<file path="config.mk">
export PLATFORM = sky130hd
export DESIGN_NAME = button_debouncer
export DESIGN_NICKNAME = d
export VERILOG_FILES = /design/src/rtl/button_debouncer.sv
export SDC_FILE = /design/constraint.sdc
export NUM_CORES = 1
export LEC_CHECK = 0
export ABC_CLOCK_PERIOD_IN_PS = 1200
export CORE_MARGIN = 5
export CORE_UTILIZATION = 35
export CTS_BUF_LIST = sky130_fd_sc_hd__clkbuf_2 sky130_fd_sc_hd__clkbuf_4 sky130_fd_sc_hd__clkbuf_8
export CTS_CLUSTER_SIZE = 24
export DETAILED_ROUTE_END_ITERATION = 16
export DONT_BUFFER_PORTS = 1
export PLACE_DENSITY_LB_ADDON = 0.15
export SYNTH_ARGS = -nofsm -noshare
export SYNTH_HDL_FRONTEND = slang
export SYNTH_SLANG_ARGS = --single-unit
</file>
<file path="constraint.sdc">
create_clock -name Clk_In -period 1.2 [get_ports Clk_In]
set_input_delay 0.06 -clock Clk_In [delete_from_list [all_inputs] [get_ports Clk_In]]
set_output_delay 0.06 -clock Clk_In [all_outputs]
set_load 0.01 [all_outputs]
</file>
<file path="src/rtl/button_debouncer.sv">
// Debouncer for a raw asynchronous input: synchronizer chain feeding a
// counter-qualified 4-state filter with registered level, edge pulses and busy flag.
//
//  state     | meaning
//  IDLE_LOW  | output low, synchronized input agrees
//  WAIT_HIGH | input high, counting toward a rising flip
//  IDLE_HIGH | output high, synchronized input agrees
//  WAIT_LOW  | input low, counting toward a falling flip
module button_debouncer #(
    parameter int unsigned SYNC_STAGES   = 2,
    parameter int unsigned STABLE_CYCLES = 16,
    parameter logic        INIT_LEVEL    = 1'b0
) (
    input  logic Clk_In,
    input  logic Reset_In,
    input  logic Button_In,
    output logic Level_Out,
    output logic Rise_Pulse_Out,
    output logic Fall_Pulse_Out,
    output logic Busy_Out
);

    if (SYNC_STAGES < 2 || STABLE_CYCLES < 2) begin : g_param_check
        $error("button_debouncer: SYNC_STAGES and STABLE_CYCLES must both be >= 2");
    end

    localparam int unsigned CW = (STABLE_CYCLES < 2) ? 1 : $clog2(STABLE_CYCLES);
    localparam logic [CW-1:0] CNT_LAST = CW'(STABLE_CYCLES - 1);

    localparam logic [1:0] IDLE_LOW  = 2'd0;
    localparam logic [1:0] WAIT_HIGH = 2'd1;
    localparam logic [1:0] IDLE_HIGH = 2'd2;
    localparam logic [1:0] WAIT_LOW  = 2'd3;
    localparam logic [1:0] RESET_STATE = INIT_LEVEL ? IDLE_HIGH : IDLE_LOW;

    logic [SYNC_STAGES-1:0] sync_q, sync_d;
    logic [1:0]             state_q, state_d;
    logic [CW-1:0]          cnt_q, cnt_d;
    logic                   level_q, level_d;
    logic                   rise_q, rise_d;
    logic                   fall_q, fall_d;
    logic                   busy_q, busy_d;
    logic                   s;

    assign sync_d = {sync_q[SYNC_STAGES-2:0], Button_In};
    assign s      = sync_q[SYNC_STAGES-1];

    always_comb begin
        state_d = state_q;
        cnt_d   = cnt_q;
        level_d = level_q;
        rise_d  = 1'b0;
        fall_d  = 1'b0;
        case (state_q)
            IDLE_LOW: begin
                if (s) begin
                    state_d = WAIT_HIGH;
                    cnt_d   = CW'(1);
                end else begin
                    cnt_d   = '0;
                end
            end
            WAIT_HIGH: begin
                if (!s) begin
                    state_d = IDLE_LOW;
                    cnt_d   = '0;
                end else if (cnt_q == CNT_LAST) begin
                    state_d = IDLE_HIGH;
                    level_d = 1'b1;
                    rise_d  = 1'b1;
                    cnt_d   = '0;
                end else begin
                    cnt_d   = cnt_q + CW'(1);
                end
            end
            IDLE_HIGH: begin
                if (!s) begin
                    state_d = WAIT_LOW;
                    cnt_d   = CW'(1);
                end else begin
                    cnt_d   = '0;
                end
            end
            WAIT_LOW: begin
                if (s) begin
                    state_d = IDLE_HIGH;
                    cnt_d   = '0;
                end else if (cnt_q == CNT_LAST) begin
                    state_d = IDLE_LOW;
                    level_d = 1'b0;
                    fall_d  = 1'b1;
                    cnt_d   = '0;
                end else begin
                    cnt_d   = cnt_q + CW'(1);
                end
            end
            default: begin
                state_d = RESET_STATE;
                cnt_d   = '0;
            end
        endcase
        // Busy tracks the state being entered so it lines up with the state register.
        busy_d = (state_d == WAIT_HIGH) || (state_d == WAIT_LOW);
    end

    always_ff @(posedge Clk_In or negedge Reset_In) begin
        if (!Reset_In) begin
            sync_q  <= {SYNC_STAGES{INIT_LEVEL}};
            state_q <= RESET_STATE;
            cnt_q   <= '0;
            level_q <= INIT_LEVEL;
            rise_q  <= 1'b0;
            fall_q  <= 1'b0;
            busy_q  <= 1'b0;
        end else begin
            sync_q  <= sync_d;
            state_q <= state_d;
            cnt_q   <= cnt_d;
            level_q <= level_d;
            rise_q  <= rise_d;
            fall_q  <= fall_d;
            busy_q  <= busy_d;
        end
    end

    assign Level_Out      = level_q;
    assign Rise_Pulse_Out = rise_q;
    assign Fall_Pulse_Out = fall_q;
    assign Busy_Out       = busy_q;

endmodule
</file>
# --- Word-level counts from Yosys, hierarchy flattened ---
# Cells that the tools add are included.
word_totals:
  input_bits: 3
  reg_bits: 12
classes:
  reduce_logical: 4
  mux: 23
  n_eq_ne: 10
  addsub: 1
op_table:
  columns: ["op", "count"]
  rows:
  - ["4-bit one-hot mux with 4 select lines", 1]
  - ["2-bit 2-to-1 mux", 6]
  - ["4-bit 2-to-1 mux", 3]
  - ["1-bit 2-to-1 mux", 11]
  - ["2-bit != test (second input constant)", 4]
  - ["2-bit one-hot mux with 4 select lines", 1]
  - ["2-bit equality test (second input constant)", 3]
  - ["5-bit AND reduction", 1]
  - ["4-bit by 1-bit adder with 4-bit output (second input constant)", 1]
  - ["2-bit by 1-bit equality test with 1-bit output (second input constant)", 2]
  - ["4-bit equality test (second input constant)", 1]
  - ["2-bit logical NOT", 1]
  - ["1-bit one-hot mux with 2 select lines", 1]
  - ["2-bit nonzero test", 1]
  - ["1-bit logical OR", 1]

# --- Logic depth before layout (Yosys ltp) ---
depth:
  depth_word: 6
  mapped_depth: 4

# --- Least setup slack after synthesis ---
# OpenSTA, ideal clock, no wires.
synth_timing:
  path_kind: "register to register"
  start: "reg cnt_q[0]"
  end: "reg state_q[1]"
  required_time_ns: 1.072
  period_less_slack_ns: 1.217
  path_stages_with_launch: 4
  setup_time_ns: 0.128
  n_path_buf: 0
  t_arrival_ns: 1.090
  slack_ns: -0.017
  path_cell_list: "dfrtp_1 -> ha_1 -> nand4_2 -> mux2_1"
synth_between:
  elab_chain_cells: 4
  elab_cells_between_ends: 6
  classes_between: "eq/ne: 1; mux: 5"
synth_rtl:
  columns: ["item", "line_no", "text"]
  rows:
  - ["from (decl)", "38", "logic [CW-1:0] cnt_q, cnt_d;"]
  - ["from (signal assigned)", "118", "cnt_q <= cnt_d;"]
  - ["4-bit equality test (*)", "67, 88", null]
  - ["2-bit 2-to-1 mux (on tied branches)", "88, 67", null]
  - ["2-bit 2-to-1 mux (on tied branches)", "85, 64", null]
  - ["2-bit one-hot mux with 4 select lines (*)", "54", "case (state_q)"]
  - ["net state_d[1]", "37", "logic [1:0] state_q, state_d;"]
  - ["to (signal assigned)", "117", "state_q <= state_d;"]
  - ["to (decl)", "37", null]
# The timed path passes the listed nets; every way through them passes the cells marked *.
# A chain may end at the register's enable or synchronous reset.

# --- Worst setup path after layout ---
layout_timing:
  start: "reg cnt_q[1]"
  end: "reg state_q[1]"
# The elaborated chain is that of the path after synthesis.

==> reports/metrics.cfg <==
[power]
ir_drop_mv=0.695
total_leakage_power_uw=0.000272
power_density_nw_per_um2=1280

[place]
hpwl_um=523
numPortBuffers=0
place_congestion=0.630
dpl_worst_slack_ns=0.00221
dp.cells=50

[final_layout]
n_antenna_cell=0
nets=46
final_util_pct=44.9
drive_above_1_share_pct=40.0
syn2layout_area_growth_pct=23.3
final_cells=55

[synth]
synth_nets=36
ys_types=20
syn_inst=32
synth-seq-area-share_pct=64.2
syn_avg_cell_area_um2=14.6
ys_ff_latch=12
yosysWarnings=0
synth_area_um2=468

[detailed_routing]
ant_nets=0
drc_errors=0
drt_first_pass_iters=4
vias=266
drt_iter0_drc=2
vias_per_cell=4.84
drt-wirelength-per-cell_um=13.1
drt_wl_total_um=718

[timing]
maxSlewViolCount=0
hold_violations=0
setup_viol=0
fin_crit_sh_pct=95.1
fin_skew_ns=0.00508
max_slew_margin_pct=64.4
period_minus_slack_ns=1.14
max_freq_mhz=876
worst_slew_pin_slew_ns=0.533
final.setup.worst_slack_ns=0.0586

[clock_tree]
numCtsBuffers=3
cts_tree=built
ctsHtreeMaxLevel=1
worst_skew_pair.late_latency_ns=0.27
clkTransAtPathRegs_ns=0.07
clock_sinks=12
cts_buffer_depth=2
root_buffer=clkbuf_4

[worst_setup_path]
reg2reg_slack_ns=0.06
end_kind=flop
critPathKind=reg2reg
r2r-end=state_q[1]$_DFF_PN0_
critPathArrivalTime_ns=1.30
crit_required_ns=1.35
r2r-start=cnt_q[1]$_DFF_PN0_
rr_worst_depth=3
crit_path_start_kind=flop
cp_max_fo=5

[floorplanning]
placementRows=13
core_um2=1280
initial_core_util_pct=36.4
pin_count=7
die_area_um2=2170
die_x_um=46.6
die_h_um=46.6

[run]
drv_cap=0

[grt]
grt_max_degree=13
grt_pass1_wl_mm=1.22
grt_antenna_before_repair=0
grt_pass1_vias=272
grt_util_all_layers_pct=9.21
gr-total-overflow=0

[min_path]
hold_class=in2async

[status]
outcome=finished clean

[layout by cell type, fill, tap and decap left out, types with 2 or more instances in the layout]
master / Yosys / routed
dfrtp_1: 12 / 12
and2_2: 2 / 2
clkbuf_4: 0 / 3
buf_4: 0 / 3
dlygate4sd3_1: 0 / 2
[layer usage]
layer  share of wire, %  global-route usage [%]  routed length (um)
met1                 45                    10.3                 325
met2                 39                    11.3                 282
met3                 10                    3.91                  73
met4                5.2                    11.9                  37
met5                  0                       0                   0
[registers in the layout, summed over array words and instances (netlist names)]
register and count:
Busy_Out 1, Fall_Pulse_Out 1, Level_Out 1, Rise_Pulse_Out 1
cnt_q 4, state_q 2, sync_q 2
[power by group]
part           internal (uW)  switching, uW
logic                   27.5           23.9
registers                423           22.2
clock network            116            125
[how the worst max path moves through the flow]
stage                  startpoint              endpoint  slack (ns)  cells past startpoint
6_report       cnt_q[1]$_DFF_PN0_  state_q[1]$_DFF_PN0_        0.06                      3
5_1_grt        cnt_q[1]$_DFF_PN0_  state_q[1]$_DFF_PN0_    -0.00002                      3
4_1_cts        cnt_q[1]$_DFF_PN0_  state_q[1]$_DFF_PN0_        0.03                      3
3_5_place_dp   cnt_q[0]$_DFF_PN0_  state_q[1]$_DFF_PN0_       0.002                      3
3_3_place_gp   cnt_q[0]$_DFF_PN0_  state_q[1]$_DFF_PN0_        0.03                      3
2_1_floorplan  cnt_q[0]$_DFF_PN0_  state_q[1]$_DFF_PN0_        0.01                      3
[cells in the mapped netlist]
master    instances  area, um^2
and2_2            2        15.0
xor2_2            1        16.3
nor3b_2           1        12.5
a21boi_1          1        7.51
a31oi_1           1        6.26
a21o_1            1        7.51
a311oi_2          1        15.0
nand3b_1          1        7.51
and3_2            1        7.51
o21ai_0           1        5.00
xnor2_1           1        8.76
inv_1             1        3.75
ha_1              1        12.5
nor2_1            1        3.75
mux2_1            1        11.3
nand4_2           1        12.5
nand2_2           1        6.26
nor3_1            1        5.00
nand2_1           1        3.75
dfrtp_1          12         300
[final cells by class]
cell class                      count  area [um^2]
Multi-Input combinational cell     19          189
Fill cell                         113          708
Timing Repair Buffer                5         42.5
Inverter                            1         3.75
Sequential cell                    12          300
Tap cell                           15         18.8
Clock buffer                        3         22.5
[per-stage QoR]
stage,cell area (um^2),setup TNS (ns),hold slack [ns],total power (uW)
detailed placement,509,0,-0.235,489
CTS,563,0,0.215,754
floorplan,468,0,-0.236,476
global route,577,-0.0000245,0.238,781
finish,577,0,0.201,738
global placement,509,0,-0.235,486
[worst max-delay path, stage by stage, from the launching register on]
cell and delay (ns):
dfrtp_1 0.42, ha_4 0.18, nand4_4 0.10, mux2_4 0.32
[what timing repair did]
item,in CTS,in global routing
setup endpoints to repair,1,2
pin swaps,0,1
endpoints found under the hold margin,13,0
gates cloned,0,0
hold buffers,2,0
gates resized for setup,2,2
buffers inserted,0,0
[kinds of logic (layout without fill, tap and decap cells)]
logic type,count (synthesis),in the layout,share of synthesized area (%)
AND/OR/NAND/NOR,10,10,15.8
multiplexers,1,1,2.41
flip-flops,12,12,64.2
AO/OA/AOI/OAI,5,5,8.82
adder cells (fa/ha/maj),1,1,2.67
buffers and inverters,1,9,0.801
XOR/XNOR,2,2,5.35
(Power assumes the default switching activity.)
